`src/rtl/store_unit.sv`:
```
`default_nettype none
// ============================================================================
//  Module   : store_unit
//  Purpose  : Store path from the execute stage to data memory. It takes
//             SB/SH/SW requests, moves rs2 data into the correct byte lanes
//             and builds the byte write mask. Legal stores wait in a small
//             in-order FIFO until memory accepts them over a valid/ready
//             handshake. Misaligned or illegal stores are consumed and
//             reported. A load-address word match is offered as a hazard.
//  Ports    : clk, rst             - clock, synchronous active-high reset
//             req_valid/req_ready  - request handshake (ready = not full)
//             req_funct3/addr/data - store type, byte address, rs2 value
//             st_misaligned        - one-cycle pulse after a rejected store
//             mem_valid/mem_ready  - drain handshake for the FIFO head
//             mem_addr/wdata/wmask - word address, lane data, byte enables
//             ld_addr/ld_hit       - load address and word-match hazard
//             busy                 - FIFO non-empty
//  Revision : 1.0 - initial release
// ============================================================================
module store_unit #(
  parameter int DEPTH = 2,
  parameter int AW    = 32
) (
  input  logic          clk,
  input  logic          rst,
  input  logic          req_valid,
  output logic          req_ready,
  input  logic [2:0]    req_funct3,
  input  logic [AW-1:0] req_addr,
  input  logic [31:0]   req_data,
  output logic          st_misaligned,
  output logic          mem_valid,
  input  logic          mem_ready,
  output logic [AW-1:0] mem_addr,
  output logic [31:0]   mem_wdata,
  output logic [3:0]    mem_wmask,
  input  logic [AW-1:0] ld_addr,
  output logic          ld_hit,
  output logic          busy
);

  localparam int PW = $clog2(DEPTH);
  localparam int CW = $clog2(DEPTH + 1);
  localparam logic [CW-1:0] C_FULL = CW'(DEPTH);

  logic [2:0]    c_f3_sb = 3'b000;
  logic [2:0]    c_f3_sh = 3'b001;
  logic [2:0]    c_f3_sw = 3'b010;

  // Per-entry storage
  logic          r_vld   [DEPTH];
  logic [AW-3:0] r_waddr [DEPTH];
  logic [31:0]   r_wdata [DEPTH];
  logic [3:0]    r_wmask [DEPTH];

  logic [PW-1:0] r_head;
  logic [PW-1:0] r_tail;
  logic [CW-1:0] r_count;
  logic          r_misaligned;

  logic          w_legal;
  logic [3:0]    w_mask;
  logic [31:0]   w_data;
  logic          w_accept;
  logic          w_push;
  logic          w_pop;
  logic [1:0]    w_off;
  logic [DEPTH-1:0] w_hit;
  logic          w_unused;

  assign w_off     = req_addr[1:0];
  assign req_ready = (r_count != C_FULL);
  assign mem_valid = (r_count != '0);
  assign busy      = mem_valid;
  assign w_accept  = req_valid && req_ready;
  assign w_push    = w_accept && w_legal;
  assign w_pop     = mem_valid && mem_ready;
  assign st_misaligned = r_misaligned;

  // Only the word part of the load address takes part in the match.
  assign w_unused  = ^ld_addr[1:0];

  // Lane alignment and legality of the incoming request
  always_comb begin
    w_legal = 1'b0;
    w_mask  = 4'b0000;
    w_data  = 32'h0;
    if (req_funct3 == c_f3_sb) begin
      w_legal = 1'b1;
      w_mask  = 4'b0001 << w_off;
      w_data  = {4{req_data[7:0]}};
    end else if (req_funct3 == c_f3_sh) begin
      w_legal = ~w_off[0];
      w_mask  = w_off[1] ? 4'b1100 : 4'b0011;
      w_data  = {2{req_data[15:0]}};
    end else if (req_funct3 == c_f3_sw) begin
      w_legal = (w_off == 2'b00);
      w_mask  = 4'b1111;
      w_data  = req_data;
    end
  end

  // Outputs are forced to zero while empty so stale entries never show.
  assign mem_addr  = mem_valid ? {r_waddr[r_head], 2'b00} : '0;
  assign mem_wdata = mem_valid ? r_wdata[r_head] : 32'h0;
  assign mem_wmask = mem_valid ? r_wmask[r_head] : 4'b0000;

  // Word-match hazard over stored entries; the head still counts while it
  // is being popped, and an entry being accepted does not count yet.
  generate
    for (genvar i = 0; i < DEPTH; i++) begin : g_hit
      assign w_hit[i] = r_vld[i] && (r_waddr[i] == ld_addr[AW-1:2]);
    end
  endgenerate
  assign ld_hit = |w_hit;

  always_ff @(posedge clk) begin
    if (rst) begin
      r_head       <= '0;
      r_tail       <= '0;
      r_count      <= '0;
      r_misaligned <= 1'b0;
      for (int i = 0; i < DEPTH; i++) begin
        r_vld[i]   <= 1'b0;
        r_waddr[i] <= '0;
        r_wdata[i] <= 32'h0;
        r_wmask[i] <= 4'b0000;
      end
    end else begin
      r_misaligned <= w_accept && !w_legal;
      // Push only happens when not full, so tail never equals a head that
      // is being popped in the same cycle.
      if (w_pop) begin
        r_vld[r_head] <= 1'b0;
        r_head        <= r_head + PW'(1);
      end
      if (w_push) begin
        r_vld[r_tail]   <= 1'b1;
        r_waddr[r_tail] <= req_addr[AW-1:2];
        r_wdata[r_tail] <= w_data;
        r_wmask[r_tail] <= w_mask;
        r_tail          <= r_tail + PW'(1);
      end
      if (w_push && !w_pop) begin
        r_count <= r_count + CW'(1);
      end else if (w_pop && !w_push) begin
        r_count <= r_count - CW'(1);
      end
    end
  end

endmodule
`default_nettype wire

```
`config.mk`:
```
export PLATFORM = sky130hd
export DESIGN_NAME = store_unit
export DESIGN_NICKNAME = d
export VERILOG_FILES = /design/src/rtl/store_unit.sv
export SDC_FILE = /design/constraint.sdc
export NUM_CORES = 1
export LEC_CHECK = 0
export ABC_CLOCK_PERIOD_IN_PS = 7900
export BUFFER_PORTS_ARGS = -buffer_cell sky130_fd_sc_hd__buf_2
export CORE_UTILIZATION = 50
export DETAILED_ROUTE_END_ITERATION = 6
export GPL_TIMING_DRIVEN = 1
export PLACE_DENSITY = 0.75
export SYNTH_ARGS = -nofsm -noshare
export SYNTH_HDL_FRONTEND = slang
export SYNTH_SLANG_ARGS = --single-unit
```
`constraint.sdc`:
```
create_clock -name clk -period 7.9 [get_ports clk]
set_input_delay 0.395 -clock clk [delete_from_list [all_inputs] [get_ports clk]]
set_output_delay 0.395 -clock clk [all_outputs]
set_load 0.05 [all_outputs]
```
==> flow_summary.json <==
{
  "synth_fa_ha_area_share_pct": 0.170,
  "syn_inst": 638,
  "yosysSeqAreaShare_pct": 56.0,
  "max_cap_viol_count": 0,
  "synth-seq-cells": 140,
  "die_area_sq_mm": 0.0152,
  "initial_core_util_pct": 52.1,
  "die_w_um": 123,
  "reg2reg_depth": 4,
  "synthTopCellsByArea": "edfxtp_1 (54%), mux2i_1 (10%), and2_1 (7.0%)",
  "num_rows": 43,
  "final-setup-viol-count": 0,
  "grt_max_degree": 54,
  "fmaxAchievable_mhz": 347,
  "finalSetupTns_ns": 0,
  "layout-drive-gt1-share_pct": 28.3,
  "synth_top_family_by_area": "simple AND/OR/NAND/NOR gates",
  "hp-class": "input pin to flop",
  "layout_common_cells": "buf_2 (171), edfxtp_1 (132), nor2_1 (107), and2_1 (83), mux2i_1 (74)",
  "synth_mux_area_share_pct": 10.1,
  "fp.dieH_um": 123,
  "wl_per_cell_um": 18.0,
  "antenna_left": 0,
  "clock_skew_ns": 0.00999,
  "crit_end": "mem_wmask[1]",
  "slew_headroom_pct": 26.9,
  "drt-pass1-iter-count": 5,
  "clock_latency_ns": 0.42,
  "p_per_area_mw_per_mm2": 290,
  "grt_overflow_total": 0,
  "status": "completed",
  "rsz0062_at_grt": "false",
  "finalPower_mw": 2.57,
  "post-route-period-util_pct": 36.5,
  "place.gp.congestion": 0.811,
  "worstPathRequired_ns": 7.51,
  "core_sq_mm": 0.0141,
  "first_iter_violations": 399,
  "dp_hpwl_mm": 12.3,
  "synth_compound_area_share_pct": 3.38,
  "worstPathMaxFanout": 40,
  "layout_commonest_cell": "buf_2",
  "postCtsHoldBufs": 0,
  "worstMarginPinSlew_ns": 1.09,
  "maxSlewViolCount": 0,
  "leakage_nw": 3.52,
  "r2r_end": "r_waddr[0][25]",
  "syn_area_per_cell_sq_um": 11.5,
  "portBuffers": 171,
  "ctsResizeCount": 0,
  "final_core_util_pct": 62.6,
  "finalCriticalPeriod_ns": 2.88,
  "root_buffer": "clkbuf_16",
  "yosysWarnings": 0,
  "post-cts-setup-buffers": 0,
  "ir_drop_uv": 144,
  "final_nets": 899,
  "synthXorXnorAreaFrac_pct": 7.61,
  "grt_use_total_pct": 24.1,
  "route.detailed.drc": 0,
  "start_kind": "flop",
  "clockBufferDepth": 2,
  "yosys.cell_types.count": 42,
  "antenna_found_initial": 3,
  "rr_startpoint": "r_count[0]",
  "yosysTopAreaCellShare_pct": 53.8,
  "endpoint_kind": "primary output",
  "finalHoldViolCount": 0,
  "syn_area_sq_mm": 0.00737,
  "io_pins": 176,
  "cts_tree": "built",
  "cp.arrival_ns": 2.49,
  "synth_simple_gate_area_share_pct": 19.8,
  "viasPerCell": 5.48,
  "path_clk_slew_ns": 0.05,
  "reg2reg_setup_slack_ns": 5.19,
  "critPathKind": "flop to primary output",
  "grt_pass1_vias": 5234,
  "grt_pass1_wl_mm": 26.8,
  "vias": 5432,
  "cts_htree_levels": 4,
  "synth_largest_area_cell": "edfxtp_1",
  "wl_mm": 17.9,
  "area_growth_pct": 20.2,
  "cts_buffers": 17,
  "cts.sinks": 140
}
==> worst min-delay path by stage <==
stage,start,to,slack [ns],cells after the start
2_1_floorplan,rst,r_count[1],0.46,1
3_3_place_gp,r_vld[1],r_vld[1],0.50,1
3_5_place_dp,r_vld[0],r_vld[0],0.51,2
4_1_cts,rst,flop,0.18,2
5_1_grt,rst,flop,0.19,2
6_report,rst,flop,0.19,2
==> where the power goes <==
part           total, mW  switching [mW]  internal [mW]
clock              0.705           0.283          0.421
sequential         0.921          0.0546          0.866
combinational      0.945           0.703          0.242
==> cell usage after synthesis <==
cell type,instances
edfxtp_1,132
nor2_1,108
and2_1,83
mux2i_1,74
xor2_1,34
xnor2_1,30
clkbuf_1,22
nor3_1,18
a21oi_1,12
nor2b_1,12
nand4_1,10
o21ai_0,10
nor2_4,9
a22oi_1,8
dfxtp_1,8
or2_2,8
buf_2,7
nand2_1,7
nor4_1,6
buf_1,5
nand3_1,4
buf_4,3
inv_1,3
o2bb2ai_1,3
buf_6,2
nand2b_1,2
o22ai_1,2
or4_1,2
a31o_2,1
and3_1,1
and4_1,1
buf_12,1
clkbuf_2,1
conb_1,1
ha_1,1
nor4_2,1
o211ai_1,1
o21a_1,1
o22a_1,1
o31ai_1,1
or3_1,1
or4_4,1
==> sequential cells by signal (all words and copies together) (netlist names), named ones only <==
register and count:
r_head 1, r_vld 2, r_tail 1, r_wmask 8, r_waddr 60, r_count 2
r_wdata 64, st_misaligned 1
==> final cells by class <==
type	count	area (sq um)
Clock inverter	12	81.3
Fill cell	1144	5290
Clock buffer	19	433
Inverter	3	11.3
Antenna cell	4	10.0
Tap cell	180	225
Multi-Input combinational cell	455	3060
Sequential cell	140	4130
Timing Repair Buffer	178	908
==> critical path, cell delays in order, from the launching register on <==
cell and delay [ns]:
dfxtp_4 0.66, buf_4 0.67, mux2i_1 0.19, nor2_1 0.22, buf_2 0.31
==> routing by layer <==
layer / routed length, um / up-vias / track usage [%] / share of wire (%)
li1: - / 2541 / - / -
met5: 0 / - / 0 / 0
met2: 8850 / 239 / 38.4 / 49
met1: 7150 / 2611 / 29.9 / 40
met4: 539 / 0 / 12.5 / 3.0
met3: 1350 / 41 / 6.50 / 7.5
==> cell families after synthesis <==
kind of cell / Yosys count
AND/OR/NAND/NOR: 274
flip-flops: 140
multiplexers: 74
XOR/XNOR: 64
buffers and inverters: 44
AO/OA/AOI/OAI: 40
adder cells (fa/ha/maj): 1
other: 1
==> per-stage QoR <==
| step | hold slack (ns) | setup WS [ns] | instances | area [sq um] |
|---|---|---|---|---|
| 3_3_place_gp | 0.497 | 4.79 | 956 | 8340 |
| 5_1_grt | 0.194 | 4.89 | 990 | 8860 |
| 6_report | 0.193 | 5.02 | 991 | 8860 |
| 2_1_floorplan | 0.464 | 1.38 | 639 | 7370 |
| 4_1_cts | 0.175 | 4.98 | 987 | 8850 |
| 3_5_place_dp | 0.510 | 4.75 | 956 | 8340 |
No activity file was read; power rests on OpenSTA's default activity.
